==> config.mk <==
export PLATFORM = sky130hd
export DESIGN_NAME = mem_arbiter
export DESIGN_NICKNAME = d
export VERILOG_FILES = /design/src/rtl/mem_arbiter.sv
export SDC_FILE = /design/constraint.sdc
export NUM_CORES = 1
export LEC_CHECK = 0
export BUFFER_PORTS_ARGS = -buffer_cell sky130_fd_sc_hd__buf_2
export CELL_PAD_IN_SITES_DETAIL_PLACEMENT = 0
export CELL_PAD_IN_SITES_GLOBAL_PLACEMENT = 1
export CORE_MARGIN = 2
export CORE_UTILIZATION = 30
export DETAILED_ROUTE_END_ITERATION = 12
export PLACE_DENSITY_LB_ADDON = 0.1
export SYNTH_ARGS = -nofsm -noshare
export SYNTH_HDL_FRONTEND = slang
export SYNTH_SLANG_ARGS = --single-unit
==> constraint.sdc <==
create_clock -name clk -period 2.3 [get_ports clk]
set_input_delay 0.23 -clock clk [delete_from_list [all_inputs] [get_ports clk]]
set_output_delay 0.23 -clock clk [all_outputs]
set_load 0.005 [all_outputs]
==> src/rtl/mem_arbiter.sv <==
// mem_arbiter
//   Arbitrates one single-port memory between an instruction-fetch port and a
//   data load/store port.
//   - A data request has fixed priority over a fetch.
//   - Address, write data, byte enables and write enable are latched at grant.
//   - The grant completes when mem_ready is seen, or aborts after TIMEOUT wait
//     cycles with zero read data and a bus_err pulse.
//   - The response state lasts one cycle and ignores new requests, so a request
//     still held during its ack is not granted again.
//
// Ports
//   clk, reset                     clock, asynchronous active-low reset
//   if_req, if_addr                fetch request / word address
//   if_rdata, if_ack               fetch data (valid with ack), completion pulse
//   d_read, d_write, d_addr,
//   d_wdata, d_be                  data load/store request, address, data, enables
//   d_rdata, d_ack                 load data (valid with ack), completion pulse
//   bus_err                        pulses with the ack of a timed-out access
//   stall                          a request is pending and not yet acknowledged
//   mem_req, mem_we, mem_addr,
//   mem_wdata, mem_be              registered memory request signals
//   mem_rdata, mem_ready           memory read data and completion strobe
module mem_arbiter #(
    parameter int TIMEOUT = 64
) (
    input  logic        clk,
    input  logic        reset,
    input  logic        if_req,
    input  logic [31:0] if_addr,
    output logic [31:0] if_rdata,
    output logic        if_ack,
    input  logic        d_read,
    input  logic        d_write,
    input  logic [31:0] d_addr,
    input  logic [31:0] d_wdata,
    input  logic [3:0]  d_be,
    output logic [31:0] d_rdata,
    output logic        d_ack,
    output logic        bus_err,
    output logic        stall,
    output logic        mem_req,
    output logic        mem_we,
    output logic [31:0] mem_addr,
    output logic [31:0] mem_wdata,
    output logic [3:0]  mem_be,
    input  logic [31:0] mem_rdata,
    input  logic        mem_ready
);

    typedef enum logic [1:0] {IDLE, DATA, FETCH, RESP} state_t;

    localparam logic [7:0] WAIT_LAST = 8'(TIMEOUT - 1);

    state_t      state_q;
    logic [7:0]  wait_q;
    logic        mem_req_q;
    logic        mem_we_q;
    logic [31:0] mem_addr_q;
    logic [31:0] mem_wdata_q;
    logic [3:0]  mem_be_q;
    logic [31:0] if_rdata_q;
    logic [31:0] d_rdata_q;
    logic        if_ack_q;
    logic        d_ack_q;
    logic        bus_err_q;
    logic        timeout_d;

    // Last permitted wait cycle: without mem_ready now, the access is aborted.
    always_comb begin
        timeout_d = (wait_q == WAIT_LAST);
    end

    always_ff @(posedge clk or negedge reset) begin
        if (!reset) begin
            state_q     <= IDLE;
            wait_q      <= 8'd0;
            mem_req_q   <= 1'b0;
            mem_we_q    <= 1'b0;
            mem_addr_q  <= 32'd0;
            mem_wdata_q <= 32'd0;
            mem_be_q    <= 4'd0;
            if_rdata_q  <= 32'd0;
            d_rdata_q   <= 32'd0;
            if_ack_q    <= 1'b0;
            d_ack_q     <= 1'b0;
            bus_err_q   <= 1'b0;
        end else begin
            // Acks and bus_err are single-cycle pulses, raised only on RESP entry.
            if_ack_q  <= 1'b0;
            d_ack_q   <= 1'b0;
            bus_err_q <= 1'b0;
            case (state_q)
                IDLE: begin
                    if (d_read || d_write) begin
                        state_q     <= DATA;
                        wait_q      <= 8'd0;
                        mem_req_q   <= 1'b1;
                        // A simultaneous read and write is treated as a write.
                        mem_we_q    <= d_write;
                        mem_addr_q  <= d_addr;
                        mem_wdata_q <= d_wdata;
                        mem_be_q    <= d_write ? d_be : 4'hF;
                    end else if (if_req) begin
                        state_q     <= FETCH;
                        wait_q      <= 8'd0;
                        mem_req_q   <= 1'b1;
                        mem_we_q    <= 1'b0;
                        mem_addr_q  <= if_addr;
                        mem_wdata_q <= 32'd0;
                        mem_be_q    <= 4'hF;
                    end
                end
                DATA, FETCH: begin
                    if (mem_ready || timeout_d) begin
                        state_q   <= RESP;
                        mem_req_q <= 1'b0;
                        mem_we_q  <= 1'b0;
                        bus_err_q <= ~mem_ready;
                        if (state_q == DATA) begin
                            d_ack_q   <= 1'b1;
                            d_rdata_q <= mem_ready ? mem_rdata : 32'd0;
                        end else begin
                            if_ack_q   <= 1'b1;
                            if_rdata_q <= mem_ready ? mem_rdata : 32'd0;
                        end
                    end else begin
                        wait_q <= wait_q + 8'd1;
                    end
                end
                RESP: begin
                    // Requests are not sampled here; a held request would
                    // otherwise be granted a second time.
                    state_q <= IDLE;
                end
                default: begin
                    state_q <= IDLE;
                end
            endcase
        end
    end

    assign if_rdata  = if_rdata_q;
    assign if_ack    = if_ack_q;
    assign d_rdata   = d_rdata_q;
    assign d_ack     = d_ack_q;
    assign bus_err   = bus_err_q;
    assign mem_req   = mem_req_q;
    assign mem_we    = mem_we_q;
    assign mem_addr  = mem_addr_q;
    assign mem_wdata = mem_wdata_q;
    assign mem_be    = mem_be_q;

    assign stall = ((d_read | d_write) & ~d_ack) | (if_req & ~if_ack);

endmodule

**Word level (Yosys, flattened, before mapping)**

Index checks and enable logic that the tools add are counted.

- Add/subtract/negate cells: 1
- Reduce and logical (&&, ||, !) cells: 12
- Multiplexer cells: 31
- Bitwise logic cells: 8
- Eq/ne operators: 7

Operators with widths:

| cell | number |
|---|---|
| $mux W32 | 5 |
| $mux W8 | 3 |
| $pmux W8 S2 | 1 |
| $mux W1 | 13 |
| $mux W4 | 3 |
| $reduce_and A3 Y1 | 4 |
| $add A8 B1 Y8 const B | 1 |
| $eq A8 B6 Y1 const B | 1 |
| $mux W2 | 3 |
| $pmux W2 S3 | 1 |
| $eq A2 B2 Y1 const B | 2 |
| $ne A2 B2 Y1 const B | 2 |
| $not A1 Y1 | 4 |
| $pmux W1 S2 | 2 |
| $reduce_and A2 Y1 | 2 |
| $reduce_bool A2 Y1 | 2 |
| $ne A3 B3 Y1 const B | 1 |
| $and A1 B1 Y1 | 2 |
| $eq A2 B1 Y1 const B | 1 |
| $logic_not A2 Y1 | 1 |
| $logic_or A1 B1 Y1 | 2 |
| $or A1 B1 Y1 | 2 |
| $reduce_or A2 Y1 | 1 |

- Flip-flop bits (word level): 147
- Output and inout bits: 138

**Longest topological paths before layout**

Gate-level depths: netlist (run 1).

- Word-level depth: 4
- Depth in mapped cells: 7

**Worst setup path before layout (run 1)**

OpenSTA, ideal clock, no wires.

- Path kind: reg-to-reg
- Start: register wait_q[0]
- End: register if_rdata_q[10] (netlist: if_rdata[10])
- Clock period less this slack: 1831 ps
- Stages on the path, launching flop included: 7
- Buffers on the path: 1
- Path slack: 469 ps
- Arrival: 1707 ps
- Required time: 2175 ps
- Path through: dfrtp_1 ha_1 and3_1 a21oi_4 nor3b_4 buf_6 mux2_2

- Cells in the longest elaborated chain, start to end: 3

RTL lines:

| what | RTL line | source |
|---|---|---|
| start, declared | 55 | `logic [7:0] wait_q;` |
| start signal, assigned | 127 | `wait_q <= wait_q + 8'd1;` |
| $eq A8 B6 Y1 | 70 | `timeout_d = (wait_q == WAIT_LAST);` |
| $logic_or A1 B1 Y1 | 114 | `if (mem_ready \|\| timeout_d) begin` |
| $reduce_and A3 Y1 (no source line) | n/a |  |
| end signal, assigned | 124 | `if_rdata_q <= mem_ready ? mem_rdata : 32'd0;` |
| end, declared | 61 | `logic [31:0] if_rdata_q;` |

Every way passes these cells.
A chain may end at the register's enable or synchronous reset.

**Worst setup path after layout (run 1)**

- Start: register state_q[1]
- End: register wait_q[2]

- Cells in the longest elaborated chain, start to end: 4

RTL lines:

| what | RTL line | source |
|---|---|---|
| start, declared | 54 | `state_t state_q;` |
| start signal, assigned | 75 | `state_q <= IDLE;` |
| start signal, assigned | 95 | `state_q <= DATA;` |
| start signal, assigned | 104 | `state_q <= FETCH;` |
| $eq A2 B1 Y1 or $eq A2 B2 Y1 (tied branches) | 92 | `case (state_q)` |
| $reduce_or A2 Y1 | 92 |  |
| $ne A2 B2 Y1 (no source line) or $reduce_bool A2 Y1 (tied branches) | n/a |  |
| $reduce_and A3 Y1 (no source line) | n/a |  |

Several ways; a longest one is shown, not always the timed one.

==> flow_metrics.env, run 1 <==
export IMPL_leakage_nw=4.255
export IMPL_synthArstFlopShare_pct=100.0
export IMPL_synth_top_cell_by_area="dfrtp_1"
export IMPL_drv_slew=0
export IMPL_end_kind="flop"
export IMPL_outcome="completed"
export IMPL_finalSetupTns_ns=0
export IMPL_num_vias=4716
export IMPL_tightest_slew_ns=0.6933
export IMPL_hold_path_class="in2reg"
export IMPL_overflow=0
export IMPL_skew_ns=0.01051
export IMPL_ys_warn_count=0
export IMPL_wire_per_inst_um=15.83
export IMPL_antenna_found_initial=1
export IMPL_maxCapViolCount=0
export IMPL_swShare_pct=33.31
export IMPL_grt_start_max_net_pins=74
export IMPL_die_area_um2=21810
export IMPL_cts_resized=0
export IMPL_powerDensity_nw_per_um2=1314
export IMPL_netlist_area_um2=6193
export IMPL_worst_path_max_fanout=8
export IMPL_diodes=0
export IMPL_dpl_hpwl_um=12170
export IMPL_cts_tree="built"
export IMPL_syn_area_per_cell_um2=12.90
export IMPL_die_x_um=147.7
export IMPL_synth_cell_types=41
export IMPL_worst_path_buf_inv=1
export IMPL_clock_latency_ns=0.41
export IMPL_hold_viol_final=0
export IMPL_seq_area_frac_synth_pct=59.39
export IMPL_synth_top_area_share_pct=59.39
export IMPL_portBuffers=275
export IMPL_max_stage_delay_ns=0.63
export IMPL_synth_edf_count=0
export IMPL_die_h_um=147.7
export IMPL_drt_wl_total_um=16500
export IMPL_grt_pass1_vias=4842
export IMPL_ys_top_cells_by_area="dfrtp_1 59%, mux2_2 12%, mux2i_1 5.2%"
export IMPL_crit_family="simple AND/OR/NAND/NOR gates"
export IMPL_cts_clk_slew_worst_paths_ns=0.07
export IMPL_seqPwrFrac_pct=37.7
export IMPL_coreArea_um2=20230
export IMPL_cts_sinks=147
export IMPL_vdd_drop_max_mv=0.5561
export IMPL_setup_violations=0
export IMPL_power_frac_comb_pct=37.3
export IMPL_drc=0
export IMPL_intPower_w=0.007490
export IMPL_post_cts_setup_buffers=0
export IMPL_grt_usage_pct=15.19
export IMPL_p_clk_share_pct=25.0
export IMPL_worstSetupStartpointType="flop"
export IMPL_synth_seq_cells=147
export IMPL_critical_path_class="reg2reg"
export IMPL_syn_inst=480
export IMPL_path_cells="inv_1 > ha_1 > or4b_1 > o21ai_2 > nor2_1 > a211o_1"
export IMPL_synth_nets=622
export IMPL_yosysMostFrequentCell="dfrtp_1"
export IMPL_period_needed_ns=2.080
export IMPL_post_route_period_util_pct=90.43
export IMPL_viasPerCell=4.526
export IMPL_crit_required_ns=2.59
export IMPL_dr_pass1_iters=4
export IMPL_io_pins=276
export IMPL_area_growth_pct=37.96
export IMPL_clk_path_buf_depth=2
export IMPL_fmaxAchievable_mhz=480.8
export IMPL_cts_max_level=4
export IMPL_rsz0062_at_grt="false"
export IMPL_synth_common_cells="147 x dfrtp_1, 65 x mux2_2, 38 x nor2_1"
export IMPL_initial_utilization_pct=30.61
export IMPL_relSlewSlack_pct=53.78
export IMPL_ys_flop_type="dfrtp_1"
export IMPL_nets=901
export IMPL_p_sw_w=0.003740
export IMPL_antenna_left=0
export IMPL_post_route_util_pct=42.23
export IMPL_drive_above_1_share_pct=51.55
export IMPL_drt_initial_drc_count=146
export IMPL_cp_arrival_ns=2.37
export IMPL_core_rowCount=52
export IMPL_cts_buffers=17
export IMPL_ctsHoldBuffers=1
export IMPL_clockRootBuffer="clkbuf_16"
export IMPL_grt_pass1_wl_um=26040
export IMPL_crit_slowest_cell="or4b_1"
export IMPL_gp_congestion=0.7427
## registers in the layout, summed over array words and instances, names as in the netlist
name	count
d_ack	1
bus_err	1
wait_q	8
mem_be	4
mem_addr	32
mem_wdata	32
state_q	2
d_rdata	32
if_rdata	32
mem_we	1
mem_req	1
if_ack	1
## power by group through the flow
stage	Combinational [W]	Sequential, W	Clock, W
detailed placement	0.00430	0.00427	0
finish	0.00419	0.00423	0.00281
global placement	0.00420	0.00425	0
CTS	0.00429	0.00425	0.00291
global route	0.00462	0.00439	0.00302
floorplan	0.00227	0.00435	0
## path summary, 6_finish.rpt
| check | from | end | slack, ns | cells after the start |
|---|---|---|---|---|
| max | state_q[1] | wait_q[2] | 0.22 | 6 |
| min | d_wdata[22] | mem_wdata[22] | 0.02 | 2 |
| max reg2reg | state_q[1] | wait_q[2] | 0.22 | 6 |
| min reg2reg | mem_wdata[13] | mem_wdata[13] | 0.50 | 1 |
| max in group asynchronous | reset | mem_addr[14] | 1.18 | 3 |
| min in group asynchronous | reset | d_rdata[12] | 0.39 | 2 |
## cell families after synthesis
logic type	count (synthesis)	synth area share (%)
compound gates	94	10.83
xor+xnor	1	0.1414
fa+ha+maj	4	0.8081
buf+inv	33	2.727
flops	147	59.39
mux	97	16.99
simple gates	104	9.111
## layout by cell type, fill, tap and decap left out, drive strengths merged, types with 2 or more instances in the layout
master,count
buf,289
dfrtp,147
mux2,65
nor2,40
a21oi,37
and2,35
a22o,33
mux2i,32
clkbuf,18
nand2,12
inv,11
o21ai,5
o22a,4
nor3,4
o211ai,4
ha,4
o22ai,3
clkinvlp,3
a21bo,2
nand4b,2
a211o,2
nor4,2
bufinv,2
## layer usage
layer,wire length (um),vias up,GRT usage [%],share of wire [%]
li1,-,2267,-,-
met1,6504,2288,17.35,39
met2,8505,151,26.81,52
met3,1348,10,5.895,8.2
met4,141,0,3.606,0.85
met5,0,-,0,0
## stage by stage
step / setup WS (ns) / total power, W / area (um2) / cells / hold WS (ns)
after global routing: 0.1105 / 0.01204 / 8544 / 1042 / 0.008323
final: 0.2201 / 0.01123 / 8544 / 1042 / 0.02461
after detailed placement: 0.2416 / 0.008564 / 7936 / 1009 / 0.3070
after floorplan: 0.4686 / 0.006622 / 6193 / 480 / -0.06559
after CTS: 0.2286 / 0.01144 / 8544 / 1042 / 0.01047
after global placement: 0.2888 / 0.008449 / 7936 / 1009 / 0.3009
## cell type report
| class | count | area [um2] |
|---|---|---|
| well taps | 270 | 337.8 |
| clock buffers | 18 | 429.2 |
| clock inverters | 14 | 168.9 |
| flip-flops and latches | 147 | 3679 |
| inverters | 3 | 11.26 |
| fillers | 1965 | 11690 |
| multi-input cells | 300 | 2371 |
| repair buffers | 290 | 1548 |
Power figures use the tool's default switching activity.
==> inputs of run 2 (changes only) <==
--- a/config.mk
+++ b/config.mk
@@ -6,12 +6,13 @@
 export NUM_CORES = 1
 export LEC_CHECK = 0
 export BUFFER_PORTS_ARGS = -buffer_cell sky130_fd_sc_hd__buf_2
+export CAP_MARGIN = 20
 export CELL_PAD_IN_SITES_DETAIL_PLACEMENT = 0
 export CELL_PAD_IN_SITES_GLOBAL_PLACEMENT = 1
 export CORE_MARGIN = 2
 export CORE_UTILIZATION = 30
 export DETAILED_ROUTE_END_ITERATION = 12
-export PLACE_DENSITY_LB_ADDON = 0.1
+export PLACE_DENSITY_LB_ADDON = 0.25
 export SYNTH_ARGS = -nofsm -noshare
 export SYNTH_HDL_FRONTEND = slang
 export SYNTH_SLANG_ARGS = --single-unit
==> run 2 against run 1 <==
Against the previous run: worst hold slack better by 0.0075 ns; routed wire length is 0.98% lower; global-route usage is 0.17 points lower; clock power is 4% lower; design area is 0.22% lower; sequential share of layout area is 0.095 points higher; highest routed layer unchanged.
==> flow_metrics.env, run 2 (synthesis results as in run 1) <==
export IMPL_outcome="completed"
export IMPL_swShare_pct=32.80
export IMPL_hold_viol_final=0
export IMPL_critical_path_class="reg2reg"
export IMPL_powerDensity_nw_per_um2=1298
export IMPL_die_h_um=147.7
export IMPL_hold_depth=2
export IMPL_seqPwrFrac_pct=38.3
export IMPL_hold_slack_ns=0.03212
export IMPL_cts_tree="built"
export IMPL_cp_arrival_ns=2.34
export IMPL_finalPower_w=0.01107
export IMPL_worst_path_max_fanout=32
export IMPL_clk_path_buf_depth=2
export IMPL_cts_buffers=17
export IMPL_cts_sinks=147
export IMPL_ctsHoldBuffers=1
export IMPL_portBuffers=275
export IMPL_post_route_period_util_pct=89.33
export IMPL_nets=899
export IMPL_grt_pass1_vias=5105
export IMPL_num_vias=4777
export IMPL_coreArea_um2=20230
export IMPL_grt_start_max_net_pins=69
export IMPL_drt_initial_drc_count=103
export IMPL_end_kind="flop"
export IMPL_post_cts_setup_buffers=0
export IMPL_power_frac_comb_pct=37.5
export IMPL_p_clk_share_pct=24.3
export IMPL_grt_pass1_wl_um=25950
export IMPL_drc=0
export IMPL_core_rowCount=52
export IMPL_cts_resized=0
export IMPL_hold_path_class="in2reg"
export IMPL_drt_wl_total_um=16340
export IMPL_dpl_hpwl_um=12000
export IMPL_grt_usage_pct=15.02
export IMPL_rsz0062_at_grt="false"
export IMPL_leakage_nw=4.239
export IMPL_cts_max_level=4
export IMPL_io_pins=276
export IMPL_period_needed_ns=2.055
export IMPL_antenna_left=0
export IMPL_relSlewSlack_pct=67.48
export IMPL_setup_violations=0
export IMPL_clock_latency_ns=0.41
export IMPL_crit_slowest_cell="ha_1"
export IMPL_initial_utilization_pct=30.61
export IMPL_finalSetupTns_ns=0
export IMPL_cts_clk_slew_worst_paths_ns=0.06
export IMPL_crit_required_ns=2.59
export IMPL_max_stage_delay_ns=0.54
export IMPL_path_cells="inv_1 > ha_1 > nor3b_4 > buf_12 > mux2_2"
export IMPL_wire_per_inst_um=15.71
export IMPL_fmaxAchievable_mhz=486.7
export IMPL_vdd_drop_max_mv=0.5512
export IMPL_viasPerCell=4.593
export IMPL_dr_pass1_iters=4
export IMPL_clockRootBuffer="clkbuf_16"
export IMPL_diodes=0
export IMPL_final_common_cell="buf_2"
export IMPL_antenna_found_initial=0
export IMPL_tightest_slew_ns=0.4878
export IMPL_r2r_cells=5
export IMPL_overflow=0
export IMPL_p_sw_w=0.003630
export IMPL_die_x_um=147.7
export IMPL_gp_congestion=0.7865
export IMPL_area_growth_pct=37.66
export IMPL_die_area_um2=21810
export IMPL_intPower_w=0.007437
export IMPL_worstSetupStartpointType="flop"
export IMPL_maxCapViolCount=0
export IMPL_final_cell_mix="274 x buf_2, 147 x dfrtp_1, 65 x mux2_2, 38 x nor2_1, 36 x a21oi_1"
export IMPL_drive_above_1_share_pct=51.30
export IMPL_drv_slew=0
export IMPL_skew_ns=0.008442
[run 2: cell count changes in the layout (fill, tap and decap cells not counted)]
cell / previous run / this run
buf_12: 4 / 6
clkinv_2: 0 / 4
clkinv_4: 1 / 2
buf_4: 10 / 6
inv_6: 5 / 1
inv_8: 3 / 0
clkinvlp_4: 3 / 4
clkbuf_1: 1 / 2
[run 2: area by class of cell]
type                       count  area (um2)
clock inverter                13       136.4
sequential                   147        3679
timing repair buffer         288        1558
clock buffer                  19       432.9
inverter                       3       11.26
tap                          270       337.8
fill                        1966       11710
multi-input combinational    300        2371
[run 2: per-layer routing]
metal,track usage (%),wire length (um),vias to the layer above
met3,4.321,1045,18
met4,4.952,272,0
met1,16.85,6276,2330
li1,-,-,2267
met5,0,0,-
met2,27.33,8743,162
[run 2: per-stage QoR]
step | utilization, % | cell area, um2 | setup WS [ns] | std cells
2_1_floorplan | - | 6193 | 0.4686 | 480
3_3_place_gp | 39.27 | 7946 | 0.2890 | 1007
3_5_place_dp | 39.27 | 7946 | 0.2233 | 1007
4_1_cts | 42.13 | 8526 | 0.2108 | 1040
5_1_grt | 42.13 | 8526 | 0.1254 | 1040
6_report | 42.13 | 8526 | 0.2454 | 1040
[run 2: critical path: cells and delay by family (launching register included)]
family        cells  cell delay, ns
flops             1            0.37
buf+inv           2            0.33
simple gates      1            0.31
fa+ha+maj         1            0.54
mux               1            0.36
[run 2: worst paths after layout]
check	from	end	slack [ns]
worst max-delay path	state_q[0]	if_rdata[5]	0.25
worst min-delay path	d_wdata[28]	mem_wdata[28]	0.03
worst max register to register	state_q[0]	if_rdata[5]	0.25
worst min register to register	mem_wdata[18]	mem_wdata[18]	0.50
max in group asynchronous	reset	mem_be[0]	1.28
min in group asynchronous	reset	d_rdata[16]	0.33
[run 2: power groups by stage]
stage          Combinational, W  Clock [W]  Sequential [W]
2_1_floorplan           0.00227          0         0.00435
3_3_place_gp            0.00413          0         0.00425
3_5_place_dp            0.00425          0         0.00427
4_1_cts                 0.00425    0.00278         0.00425
5_1_grt                 0.00458    0.00291         0.00439
6_report                0.00415    0.00269         0.00424
